==> src/rtl/n_input_gate_sweep_if.sv <==
// Bundle of the gate/sweep block's data and status signals.
//   master: drives mode, a, start; observes the outputs (board logic / bench)
//   slave : the n_input_gate_sweep block itself
//   mode       function select (AND/OR/NAND/NOR/XOR/XNOR)
//   a          manual input vector
//   start      sweep request, honoured only when idle
//   sweep_in   operand register currently applied to the gate
//   y          registered gate output
//   sample_stb last dwell cycle of a combination
//   busy       sweep in progress
//   done       one-cycle end-of-sweep pulse
//   ones_cnt   combinations that produced y=1 in the current/last sweep
interface n_input_gate_sweep_if #(
    parameter int unsigned N = 3
);
    logic [2:0]   mode;
    logic [N-1:0] a;
    logic         start;
    logic [N-1:0] sweep_in;
    logic         y;
    logic         sample_stb;
    logic         busy;
    logic         done;
    logic [N:0]   ones_cnt;

    modport master (
        output mode, a, start,
        input  sweep_in, y, sample_stb, busy, done, ones_cnt
    );

    modport slave (
        input  mode, a, start,
        output sweep_in, y, sample_stb, busy, done, ones_cnt
    );
endinterface

==> src/rtl/n_input_gate_sweep.sv <==
// N-input logic gate with selectable function and a truth-table sweep engine.
// Manual mode registers a into sweep_in and the selected reduction into y.
// A start pulse in IDLE steps sweep_in through 0..2^N-1, holding each value
// for DWELL cycles, and counts the combinations for which y=1.
// Ports:
//   clk  rising-edge clock
//   rst  synchronous active-high reset
//   bus  slave side of n_input_gate_sweep_if (mode/a/start in; status out)
module n_input_gate_sweep #(
    parameter int unsigned N     = 3,
    parameter int unsigned DWELL = 100
) (
    input logic                clk,
    input logic                rst,
    n_input_gate_sweep_if.slave bus
);
    localparam int unsigned DW = (DWELL > 1) ? $clog2(DWELL) : 1;
    localparam int unsigned CW = N + 1;
    localparam logic [DW-1:0] DwellLast = DW'(DWELL - 1);

    typedef enum logic [1:0] {StIdle, StSweep, StDone} state_e;

    state_e         state_q, state_d;
    logic [2:0]     mode_q, mode_d;
    logic [N-1:0]   sweep_in_q, sweep_in_d;
    logic [DW-1:0]  dwell_q, dwell_d;
    logic [CW-1:0]  ones_cnt_q, ones_cnt_d;
    logic           y_q, y_d;
    logic           sample_stb;

    // Full reduction over sweep_in using the frozen/registered function.
    always_comb begin
        y_d = &sweep_in_q;
        case (mode_q)
            3'b001:  y_d = |sweep_in_q;
            3'b010:  y_d = ~&sweep_in_q;
            3'b011:  y_d = ~|sweep_in_q;
            3'b100:  y_d = ^sweep_in_q;
            3'b101:  y_d = ~^sweep_in_q;
            default: y_d = &sweep_in_q;
        endcase
    end

    always_comb begin
        state_d    = state_q;
        mode_d     = mode_q;
        sweep_in_d = sweep_in_q;
        dwell_d    = dwell_q;
        ones_cnt_d = ones_cnt_q;
        sample_stb = 1'b0;
        case (state_q)
            StIdle: begin
                mode_d = bus.mode;
                if (bus.start) begin
                    state_d    = StSweep;
                    sweep_in_d = '0;
                    dwell_d    = '0;
                    ones_cnt_d = '0;
                end else begin
                    sweep_in_d = bus.a;
                end
            end
            StSweep: begin
                dwell_d = dwell_q + 1'b1;
                if (dwell_q == DwellLast) begin
                    sample_stb = 1'b1;
                    // y has settled on the current operand since dwell 1.
                    if (y_q) begin
                        ones_cnt_d = ones_cnt_q + 1'b1;
                    end
                    dwell_d = '0;
                    if (&sweep_in_q) begin
                        state_d = StDone;
                    end else begin
                        sweep_in_d = sweep_in_q + 1'b1;
                    end
                end
            end
            StDone: begin
                state_d = StIdle;
            end
            default: begin
                state_d = StIdle;
            end
        endcase
    end

    always_ff @(posedge clk) begin
        if (rst) begin
            state_q    <= StIdle;
            mode_q     <= 3'b000;
            sweep_in_q <= '0;
            dwell_q    <= '0;
            ones_cnt_q <= '0;
            y_q        <= 1'b0;
        end else begin
            state_q    <= state_d;
            mode_q     <= mode_d;
            sweep_in_q <= sweep_in_d;
            dwell_q    <= dwell_d;
            ones_cnt_q <= ones_cnt_d;
            y_q        <= y_d;
        end
    end

    assign bus.sweep_in   = sweep_in_q;
    assign bus.y          = y_q;
    assign bus.sample_stb = sample_stb;
    assign bus.busy       = (state_q == StSweep);
    assign bus.done       = (state_q == StDone);
    assign bus.ones_cnt   = ones_cnt_q;
endmodule
==> src/flat_wrapper.sv <==
// flat-port wrapper written by rule: the top's interface ports become plain ports
module n_input_gate_sweep_flat 
#(
    parameter int unsigned N     = 3,
    parameter int unsigned DWELL = 100
)
  (clk, rst, bus_mode, bus_a, bus_start, bus_sweep_in, bus_y, bus_sample_stb, bus_busy, bus_done, bus_ones_cnt);
  n_input_gate_sweep_if #(.N(N)) bus_i ();
  input logic clk;
  input logic rst;
  input wire logic [$bits(bus_i.mode)-1:0] bus_mode;
  input wire logic [$bits(bus_i.a)-1:0] bus_a;
  input wire logic [$bits(bus_i.start)-1:0] bus_start;
  output wire logic [$bits(bus_i.sweep_in)-1:0] bus_sweep_in;
  output wire logic [$bits(bus_i.y)-1:0] bus_y;
  output wire logic [$bits(bus_i.sample_stb)-1:0] bus_sample_stb;
  output wire logic [$bits(bus_i.busy)-1:0] bus_busy;
  output wire logic [$bits(bus_i.done)-1:0] bus_done;
  output wire logic [$bits(bus_i.ones_cnt)-1:0] bus_ones_cnt;
  assign bus_i.mode = bus_mode;
  assign bus_i.a = bus_a;
  assign bus_i.start = bus_start;
  assign bus_sweep_in = bus_i.sweep_in;
  assign bus_y = bus_i.y;
  assign bus_sample_stb = bus_i.sample_stb;
  assign bus_busy = bus_i.busy;
  assign bus_done = bus_i.done;
  assign bus_ones_cnt = bus_i.ones_cnt;
  n_input_gate_sweep #(.N(N), .DWELL(DWELL)) u_core (.clk(clk), .rst(rst), .bus(bus_i));
endmodule
==> config.mk <==
export PLATFORM = sky130hd
export DESIGN_NAME = n_input_gate_sweep_flat
export DESIGN_NICKNAME = d
export VERILOG_FILES = /design/src/rtl/n_input_gate_sweep_if.sv /design/src/rtl/n_input_gate_sweep.sv /design/src/flat_wrapper.sv
export SDC_FILE = /design/constraint.sdc
export NUM_CORES = 1
export LEC_CHECK = 0
export BUFFER_PORTS_ARGS = -buffer_cell sky130_fd_sc_hd__buf_2
export CELL_PAD_IN_SITES_DETAIL_PLACEMENT = 0
export CELL_PAD_IN_SITES_GLOBAL_PLACEMENT = 1
export CORE_ASPECT_RATIO = 1.4
export CORE_UTILIZATION = 43
export DETAILED_ROUTE_END_ITERATION = 8
export PLACE_DENSITY_LB_ADDON = 0.15
export RECOVER_POWER = 25
export SYNTH_ARGS = -nofsm -noshare
export SYNTH_HDL_FRONTEND = slang
export SYNTH_SLANG_ARGS = --single-unit
==> constraint.sdc <==
create_clock -name clk -period 4.8 [get_ports clk]
set_clock_uncertainty 0.1 [all_clocks]
set_input_delay 0.48 -clock clk [delete_from_list [all_inputs] [get_ports clk]]
set_output_delay 0.48 -clock clk [all_outputs]
set_load 0.01 [all_outputs]
==> flow_metrics.env <==
export IMPL_combPwrFrac_pct=12.8
export IMPL_leakage_nw=0.451
export IMPL_vias=926
export IMPL_switching_share_pct=26.1
export IMPL_seqPwrFrac_pct=56.0
export IMPL_hold_ws_ns=0.303
export IMPL_yosysTopAreaCell="dfxtp_1"
export IMPL_period_share_pct=47.1
export IMPL_dieArea_um2=2630
export IMPL_antenna_found_initial=0
export IMPL_peakVddDrop_uv=128
export IMPL_yosys_warnings=0
export IMPL_p_clk_share_pct=31.1
export IMPL_seq_area_frac_synth_pct=38.3
export IMPL_final_max_slew_viol_count=0
export IMPL_drt_iter0_markers=19
export IMPL_wl_per_cell_um=14.1
export IMPL_diodes=0
export IMPL_fill_cells=258
export IMPL_grt_use_total_pct=18.9
export IMPL_postSynthAreaPerCell_um2=8.71
export IMPL_grt_pass1_vias=826
export IMPL_synth_top_area_share_pct=38.3
export IMPL_relSlewSlack_pct=54.5
export IMPL_cts_hold_fix_buffers=0
export IMPL_cp_top_family="simple AND/OR/NAND/NOR gates"
export IMPL_clk_latency_ns=0.30
export IMPL_worst_pin_slew_ns=0.682
export IMPL_post_route_min_period_ns=2.26
export IMPL_violations="design-rule violations"
export IMPL_synth_distinct_cells=37
export IMPL_fin_tns_setup_ns=0
export IMPL_hold_violations=0
export IMPL_postCtsSetupBuffers=0
export IMPL_drt_drc_violations_left=1
export IMPL_worst_ep_arrival_time_ns=1.68
export IMPL_wl_um=2250
export IMPL_grt_max_degree=20
export IMPL_cts_tree="built"
export IMPL_syn_inst=120
export IMPL_crit_slowest_cell="dfxtp_1"
export IMPL_p_sw_uw=83.2
export IMPL_synth_area_leaders="dfxtp_1 (38%), ha_1 (6.0%), a21oi_1 (4.3%), nand4_1 (3.6%), nor2_1 (3.6%)"
export IMPL_min_path_type="in2reg"
export IMPL_port_buffers=19
export IMPL_coreArea_um2=2230
export IMPL_drtPass1Iterations=6
export IMPL_fin_cells=160
export IMPL_die_y_um=60.3
export IMPL_grt_overflow_total=0
export IMPL_dpl_hpwl_um=1610
export IMPL_max_freq_mhz=442
export IMPL_drtAntennaViolNets=0
export IMPL_cts_sinks=20
export IMPL_cp_max_fo=6
export IMPL_boundaryPins=20
export IMPL_synthesis_nets=134
export IMPL_viasPerCell=5.79
export IMPL_fp_dieW_um=43.7
export IMPL_cp_start_kind="flip-flop"
export IMPL_clkTransAtPathRegs_ns=0.12
export IMPL_outcome="finished, violations left"
export IMPL_crit_chain="ha_1 > and2_0 > nand2_1 > nor2_1 > buf_2"
export IMPL_initial_core_util_pct=46.9
export IMPL_maxCapViolations=0
export IMPL_powerDensity_nw_per_um2=271
export IMPL_synth_area_um2=1040
export IMPL_critPathKind="reg2out"
export IMPL_post_cts_resized=0
export IMPL_areaGrowthSynthToFinish_pct=12.8
export IMPL_gp_congestion=0.803
export IMPL_placedCellCount=156
export IMPL_cts_root_buf="clkbuf_4"
export IMPL_cp_end_kind="primary output"
export IMPL_nNetsFinal=153
export IMPL_drive_gt1_share_pct=18.1
export IMPL_cp_num_buf_inv=1
export IMPL_numCtsBuffers=3
export IMPL_floorplan_rows=20
export IMPL_crit_required_ns=4.22
export IMPL_ys_seq_elements=20
export IMPL_clockBufferDepth=2
export IMPL_rsz0062_at_grt="false"
export IMPL_h_tree_depth=1
export IMPL_p_int_uw=236
export IMPL_critPathMaxStageDelay_ns=0.41
export IMPL_grt_first_pass_wirelength_um=3670
export IMPL_setup_viol=0
==> power groups by stage <==
stage               Combinational (mW)  Sequential, mW  Clock (mW)
finish                          0.0409           0.179      0.0994
global route                    0.0456           0.180       0.113
CTS                             0.0419           0.179       0.104
detailed placement              0.0417           0.183           0
global placement                0.0415           0.183           0
floorplan                       0.0291           0.181           0
==> Yosys cell counts (all sizes together) <==
cell     n
nor2b    1
clkbuf   4
dfxtp   20
or4      2
nand3    5
nor2    10
nand2    8
buf      1
o21ba    1
a31oi    3
and2     2
o21bai   2
mux2     1
nor3b    2
nor4bb   1
xor2     4
nor4b    2
and3     2
o21ai    6
inv      5
a21oi    9
a22oi    1
xnor2    2
nand4b   1
nand3b   1
mux2i    1
or3      3
nand4    6
ha       5
a311oi   2
a211oi   4
nand2b   2
o211ai   1
==> sequential cells by signal (all words and copies together) (netlist names) <==
name	flops
u_core.bus.ones_cnt	4
u_core.bus.sweep_in	3
u_core.state_q	2
u_core.dwell_q	7
u_core.mode_q	3
u_core.bus.y	1
==> tightest hold or removal path, stage by stage <==
cell and delay, ns:
buf_2 0.09, nand2_1 0.04, a21oi_1 0.05
==> layout by cell type, fill, tap and decap left out, types with 5 or more instances in the layout <==
master | Yosys | layout
a21oi_1 | 9 | 9
buf_2 | 1 | 15
dfxtp_1 | 20 | 20
ha_1 | 5 | 5
nand2_1 | 8 | 8
nand4_1 | 6 | 6
nor2_1 | 10 | 10
o21ai_0 | 6 | 6
==> per-layer routing <==
metal,share of wire (%),up-vias,track usage (%)
met1,47,440,23.8
li1,-,477,-
met3,2.0,2,2.72
met2,50,7,31.8
met4,0.84,0,8.04
met5,0,-,0
==> path summary, 6_finish.rpt <==
path | cells after the start | slack [ns] | end | start
max | 5 | 2.54 | bus_sample_stb | u_core.dwell_q[0]$_SDFFE_PP0P_
min | 3 | 0.30 | u_core.mode_q[2]$_SDFFE_PP0P_ | bus_mode[2]
max reg2reg | 5 | 2.87 | u_core.bus.ones_cnt[3]$_SDFFE_PP0P_ | u_core.dwell_q[0]$_SDFFE_PP0P_
min reg2reg | 2 | 0.41 | u_core.mode_q[2]$_SDFFE_PP0P_ | u_core.mode_q[2]$_SDFFE_PP0P_
==> through the flow <==
| step | power (mW) | instance area [um^2] | utilization (%) | setup slack, ns |
|---|---|---|---|---|
| after floorplan | 0.211 | 1040 | - | 3.08 |
| after global placement | 0.224 | 1150 | 51.5 | 2.89 |
| after detailed placement | 0.224 | 1150 | 51.5 | 2.91 |
| after CTS | 0.325 | 1180 | 53.1 | 2.54 |
| after global routing | 0.338 | 1180 | 52.9 | 2.36 |
| final | 0.319 | 1180 | 52.9 | 2.54 |
==> logic make-up after synthesis <==
family,after synthesis,synth area share [%]
simple gates,48,27.5
compound gates,29,17.4
flops,20,38.3
buf+inv,10,3.71
xor+xnor,6,5.03
fa+ha+maj,5,5.99
mux,2,2.04
==> cell type report <==
cell class / instances / area, um^2 / area share (%)
inverter: 5 / 18.8 / 1.59
sequential: 20 / 400 / 34.0
tap: 22 / 27.5 / 2.34
multi-input combinational: 90 / 606 / 51.4
clock buffer: 4 / 36.3 / 3.08
timing repair buffer: 19 / 90.1 / 7.64
Power figures use the tool's default switching activity.
